$ cat config.mk
export PLATFORM = sky130hd
export DESIGN_NAME = fetch_controller_flat
export DESIGN_NICKNAME = d
export VERILOG_FILES = /design/src/rtl/fetch_controller_if.sv /design/src/rtl/fetch_controller.sv /design/src/flat_wrapper.sv
export SDC_FILE = /design/constraint.sdc
export NUM_CORES = 1
export LEC_CHECK = 0
export CAP_MARGIN = 5
export CORE_MARGIN = 4
export CORE_UTILIZATION = 45
export DETAILED_ROUTE_END_ITERATION = 10
export PLACE_DENSITY = 0.85
export SLEW_MARGIN = 20
export SYNTH_ARGS = -nofsm -noshare
export SYNTH_HDL_FRONTEND = slang
export SYNTH_SLANG_ARGS = --single-unit
$ cat constraint.sdc
create_clock -name clk -period 4.5 [get_ports clk]
set_clock_uncertainty 0.15 [all_clocks]
set_input_delay 0.9 -clock clk [delete_from_list [all_inputs] [get_ports clk]]
set_output_delay 0.9 -clock clk [all_outputs]
set_load 0.05 [all_outputs]
$ cat src/rtl/fetch_controller_if.sv
// Instruction-memory read channel between the fetch controller (master) and memory (slave).
interface fetch_controller_if #(
  parameter int DATA_WIDTH = 32
);
  logic                  mem_req_valid;
  logic [DATA_WIDTH-1:0] mem_req_addr;
  logic                  mem_req_ready;
  logic                  mem_resp_valid;
  logic [DATA_WIDTH-1:0] mem_resp_data;
  logic                  mem_resp_err;

  modport master (
    output mem_req_valid, mem_req_addr,
    input  mem_req_ready, mem_resp_valid, mem_resp_data, mem_resp_err
  );

  modport slave (
    input  mem_req_valid, mem_req_addr,
    output mem_req_ready, mem_resp_valid, mem_resp_data, mem_resp_err
  );
endinterface

$ cat src/rtl/fetch_controller.sv
// Single-outstanding instruction fetch sequencer: request, wait (with timeout), hold for decode,
// step the PC. Any misalignment, bus error or timeout parks the block in FAULT until reset.
module fetch_controller #(
  parameter int DATA_WIDTH     = 32,
  parameter int TIMEOUT_CYCLES = 255
) (
  input  logic                  clk,
  input  logic                  rst_n,
  input  logic [DATA_WIDTH-1:0] pc_current,
  input  logic                  fetch_en,
  fetch_controller_if.master    mem,
  output logic [DATA_WIDTH-1:0] instr,
  output logic                  instr_valid,
  input  logic                  instr_ready,
  output logic                  update_pc,
  output logic                  fetch_fault,
  output logic [1:0]            fault_cause,
  output logic [DATA_WIDTH-1:0] fault_addr,
  output logic [31:0]           fetch_count
);

  typedef enum logic [2:0] {
    S_IDLE, S_REQ, S_WAIT, S_HOLD, S_STEP, S_FAULT
  } state_t;

  localparam logic [1:0] CAUSE_MISALIGN = 2'b01;
  localparam logic [1:0] CAUSE_BUS_ERR  = 2'b10;
  localparam logic [1:0] CAUSE_TIMEOUT  = 2'b11;
  // Counter holds the number of WAIT cycles already elapsed, so expiry is on the last allowed one.
  localparam logic [7:0] TO_LAST = 8'(TIMEOUT_CYCLES - 1);

  state_t                state, state_nxt;
  logic [7:0]            to_cnt;
  logic [DATA_WIDTH-1:0] req_addr_q;
  logic                  misaligned;
  logic                  expired;

  assign misaligned = (pc_current[1:0] != 2'b00);
  assign expired    = (to_cnt == TO_LAST);

  always_ff @(posedge clk or negedge rst_n) begin
    if (!rst_n) state <= S_IDLE;
    else        state <= state_nxt;
  end

  always_comb begin
    state_nxt = state;
    case (state)
      S_IDLE:  if (fetch_en) state_nxt = misaligned ? S_FAULT : S_REQ;
      S_REQ:   if (mem.mem_req_ready) state_nxt = S_WAIT;
      // A response arriving on the expiry cycle takes priority over the timeout.
      S_WAIT:  if (mem.mem_resp_valid) state_nxt = mem.mem_resp_err ? S_FAULT : S_HOLD;
               else if (expired)       state_nxt = S_FAULT;
      S_HOLD:  if (instr_ready) state_nxt = S_STEP;
      S_STEP:  state_nxt = S_IDLE;
      S_FAULT: state_nxt = S_FAULT;
      default: state_nxt = S_IDLE;
    endcase
  end

  always_ff @(posedge clk or negedge rst_n) begin
    if (!rst_n) begin
      req_addr_q  <= '0;
      instr       <= '0;
      fault_cause <= 2'b00;
      fault_addr  <= '0;
      fetch_count <= '0;
      to_cnt      <= '0;
    end else begin
      if (state != S_WAIT) to_cnt <= '0;
      case (state)
        S_IDLE: if (fetch_en) begin
          if (misaligned) begin
            fault_cause <= CAUSE_MISALIGN;
            fault_addr  <= pc_current;
          end else begin
            req_addr_q  <= pc_current;
          end
        end
        S_WAIT: begin
          if (mem.mem_resp_valid) begin
            if (mem.mem_resp_err) begin
              fault_cause <= CAUSE_BUS_ERR;
              fault_addr  <= req_addr_q;
            end else begin
              instr <= mem.mem_resp_data;
            end
          end else begin
            to_cnt <= to_cnt + 8'd1;
            if (expired) begin
              fault_cause <= CAUSE_TIMEOUT;
              fault_addr  <= req_addr_q;
            end
          end
        end
        S_STEP: fetch_count <= fetch_count + 32'd1;
        default: ;
      endcase
    end
  end

  assign mem.mem_req_valid = (state == S_REQ);
  assign mem.mem_req_addr  = req_addr_q;
  assign instr_valid       = (state == S_HOLD);
  assign update_pc         = (state == S_STEP);
  assign fetch_fault       = (state == S_FAULT);

endmodule

$ cat src/flat_wrapper.sv
// flat-port wrapper written by rule: the top's interface ports become plain ports
module fetch_controller_flat 
#(
  parameter int DATA_WIDTH     = 32,
  parameter int TIMEOUT_CYCLES = 255
)
  (clk, rst_n, pc_current, fetch_en, instr, instr_valid, instr_ready, update_pc, fetch_fault, fault_cause, fault_addr, fetch_count, mem_mem_req_valid, mem_mem_req_addr, mem_mem_req_ready, mem_mem_resp_valid, mem_mem_resp_data, mem_mem_resp_err);
  fetch_controller_if #(.DATA_WIDTH(DATA_WIDTH)) mem_i ();
  input  logic clk;
  input  logic rst_n;
  input  logic [DATA_WIDTH-1:0] pc_current;
  input  logic fetch_en;
  output logic [DATA_WIDTH-1:0] instr;
  output logic instr_valid;
  input  logic instr_ready;
  output logic update_pc;
  output logic fetch_fault;
  output logic [1:0] fault_cause;
  output logic [DATA_WIDTH-1:0] fault_addr;
  output logic [31:0] fetch_count;
  output wire logic [$bits(mem_i.mem_req_valid)-1:0] mem_mem_req_valid;
  output wire logic [$bits(mem_i.mem_req_addr)-1:0] mem_mem_req_addr;
  input wire logic [$bits(mem_i.mem_req_ready)-1:0] mem_mem_req_ready;
  input wire logic [$bits(mem_i.mem_resp_valid)-1:0] mem_mem_resp_valid;
  input wire logic [$bits(mem_i.mem_resp_data)-1:0] mem_mem_resp_data;
  input wire logic [$bits(mem_i.mem_resp_err)-1:0] mem_mem_resp_err;
  assign mem_mem_req_valid = mem_i.mem_req_valid;
  assign mem_mem_req_addr = mem_i.mem_req_addr;
  assign mem_i.mem_req_ready = mem_mem_req_ready;
  assign mem_i.mem_resp_valid = mem_mem_resp_valid;
  assign mem_i.mem_resp_data = mem_mem_resp_data;
  assign mem_i.mem_resp_err = mem_mem_resp_err;
  fetch_controller #(.DATA_WIDTH(DATA_WIDTH), .TIMEOUT_CYCLES(TIMEOUT_CYCLES)) u_core (.clk(clk), .rst_n(rst_n), .pc_current(pc_current), .fetch_en(fetch_en), .mem(mem_i), .instr(instr), .instr_valid(instr_valid), .instr_ready(instr_ready), .update_pc(update_pc), .fetch_fault(fetch_fault), .fault_cause(fault_cause), .fault_addr(fault_addr), .fetch_count(fetch_count));
endmodule
==> qor.txt <==
initial antenna violation count = 0
worst-path maximum fanout = 10
Antenna Nets Post-Route = 0
asr flop ratio synth = 1.00
Setup CP Type = register to output pin
drt first pass iters = 5
Ys Warns = 0
Internal = 4.02 mW
final worst-path setup slack = 1.14 ns
TritonCTS clock tree = done
relative slew slack = 0.402
vias in the first global route = 4737
Yosys cell types = 40
DR vias = 4580
Core ar. = 12800 um2
setup TNS = 0 ns
Avg WL per Cell = 16.5 um
GRT Residual Overflow = 0
Detail Route met3 WL = 1.37 mm
Syn Nets = 578
area leader, netlist = dfrtp_1
total power = 7.25 mW
placed cell count = 861
CP Capture Type = output pin
area added between synthesis and finish = 47.5%
DRT iter0 DRCs = 298
actual slew at the worst max-slew pin = 0.897 ns
Worst-path clk slew = 0.06 ns
Worst-Skew Late Latency = 0.41 ns
Max-cap violations = 0
fillers = 881
max frequency = 0.297 GHz
RD Place Congestion = 0.828
n_diodes = 0
post-cts resize count = 0
layout cells sized above 1 = 0.153
row cnt = 41
CP max stage delay = 0.91 ns
hold_buf cts = 0
Leak = 3.74 nW
Die X = 123 um
CP required = 3.45 ns
Yosys top cell area share = 0.594
combinational fraction of design power = 0.502
RSZ-0062 raised after global routing = false
DIE AREA = 15100 um2
Startpoint Class = register
Post-CTS Setup Bufs = 0
Max clock buf depth = 2
Mapped Avg Cell Area = 11.8 um2
setup violators final = 0
routed length on met1 = 5.72 mm
DRC = 0
Post-synth EDFFs = 0
highest routing layer actually used = met4
Area contributors post-synth = dfrtp_1, mux2_2, nand2_1, xnor2_1, a31oi_1
minimum clock period = 3.36 ns
Pwr Density = 827 nW/um2
Root Driver = clkbuf_16
dpl ws = 1.21 ns
H-tree level count = 4
CTS buffer count = 17
die height = 123 um
final WL = 14.8 mm
I/O pins = 205
Port Buf Inserts = 204
outcome = finished clean
first-pass GRT wire length = 23.5 mm
Max IR drop VDD = 461 uV
Worst Hold Class = register to register
met2 WL = 7.31 mm
Fin. Hold Viols = 0
# clock sinks = 141
crit path cell chain = nor3b_1 > clkdlybuf4s50_1
Slowest cell on crit path = clkdlybuf4s50_1
DR vias/cell = 5.13
gr usage total = 0.201
Post-Syn Area = 5940 um2
Seq/Total Area, Yosys = 0.594
final net count = 782
net load switching power = 3.23 mW
hpwl dp = 10.5 mm
largest net degree at the start of global routing = 100
initial core utilization = 0.465
period utilization = 0.747
clock share of power = 0.210
Syn Inst Count = 504
Switching Fraction = 0.445
fin cells = 893
max-slew violation count = 0
#FFs+latches synth = 141
sequential power share = 0.287
crit path DAT = 2.31 ns
Top FF cell, synth = dfrtp_1
-- power by group through the flow --
stage / Sequential, mW / Clock [mW] / Combinational [mW]
3_3_place_gp: 2.06 / 0 / 3.61
2_1_floorplan: 3.61 / 0 / 0.900
4_1_cts: 2.09 / 1.55 / 3.68
3_5_place_dp: 2.10 / 0 / 3.66
6_report: 2.08 / 1.52 / 3.64
5_1_grt: 2.15 / 1.62 / 3.84
-- through the flow --
stage / utilization / instance area (um2) / hold slack, ns
final: 0.686 / 8770 / 0.332
after global placement: 0.636 / 8120 / 0.315
after CTS: 0.686 / 8770 / 0.342
after floorplan: - / 5940 / 0.354
after global routing: 0.686 / 8770 / 0.355
after detailed placement: 0.636 / 8120 / 0.312
-- per-layer routing --
| layer | vias to the layer above | GRT usage |
|---|---|---|
| li1 | 2136 | - |
| met1 | 2236 | 0.227 |
| met2 | 184 | 0.342 |
| met3 | 24 | 0.0741 |
| met4 | 0 | 0.0847 |
| met5 | - | 0 |
-- kinds of logic (layout without fill, tap and decap cells) --
logic type | count (synthesis) | after routing | share of synthesized area
and+or+nand+nor | 185 | 185 | 0.148
DFF | 141 | 141 | 0.594
muxes | 66 | 66 | 0.125
AOI/OAI and AO/OA | 41 | 41 | 0.0459
xor gates and xnor gates | 37 | 37 | 0.0545
buffers and inverters | 31 | 248 | 0.0269
adders and majority gates | 3 | 3 | 0.00632
-- sequential cells by signal (all words and copies together), names as in the netlist --
name                     cells
u_core.mem.mem_req_addr     32
u_core.to_cnt                8
u_core.fault_addr           32
u_core.state                 3
u_core.fault_cause           2
u_core.instr                32
u_core.fetch_count          32
-- layout by cell type, fill, tap and decap left out, types with 13 or more instances in the layout --
| cell type | Yosys | final |
|---|---|---|
| nand2_1 | 80 | 80 |
| mux2_2 | 64 | 64 |
| dfrtp_1 | 141 | 141 |
| clkbuf_16 | 0 | 17 |
| nor2_1 | 49 | 49 |
| nand3_1 | 17 | 17 |
| a31oi_1 | 33 | 33 |
| xor2_1 | 13 | 13 |
| clkdlybuf4s50_1 | 0 | 203 |
| xnor2_1 | 24 | 24 |
-- cells in the mapped netlist, drive strengths merged, types with 5 or more instances --
cell and number:
a31oi 33, and3 5, buf 16, clkbuf 10, dfrtp 141, inv 5
mux2 64, nand2 80, nand3 17, nand4 7, nor2 49, nor3 6
xnor2 24, xor2 13
-- worst max-delay path: cells and delay by family, from the launching register on --
family / cells / cell delay (ns)
flops: 1 / 0.59
simple gates: 1 / 0.40
buf+inv: 1 / 0.91
-- worst paths after layout --
kind | from | slack, ns | depth (start not counted) | endpoint
min in group asynchronous | rst_n | 0.42 | 1 | u_core.fetch_count[16]
max in group asynchronous | rst_n | 2.86 | 2 | u_core.instr[21]
worst min-delay path | u_core.fetch_count[31] | 0.33 | 1 | u_core.fetch_count[31]
worst max-delay path | u_core.state[0] | 1.14 | 2 | mem_mem_req_valid
worst min register to register | u_core.fetch_count[31] | 0.33 | 1 | u_core.fetch_count[31]
worst max register to register | u_core.state[0] | 1.63 | 7 | u_core.fault_addr[19]
-- area by class of cell --
cell class                 count  area [um2]  share of cell area
sequential                   141        3530               0.402
clock buffer                  22         464              0.0529
timing repair buffer         211        2100               0.239
clock inverter                10         185              0.0211
multi-input combinational    332        2260               0.258
tap                          172         215              0.0245
inverter                       5        18.8             0.00214
Note: power is estimated with default switching activity, not from simulation.
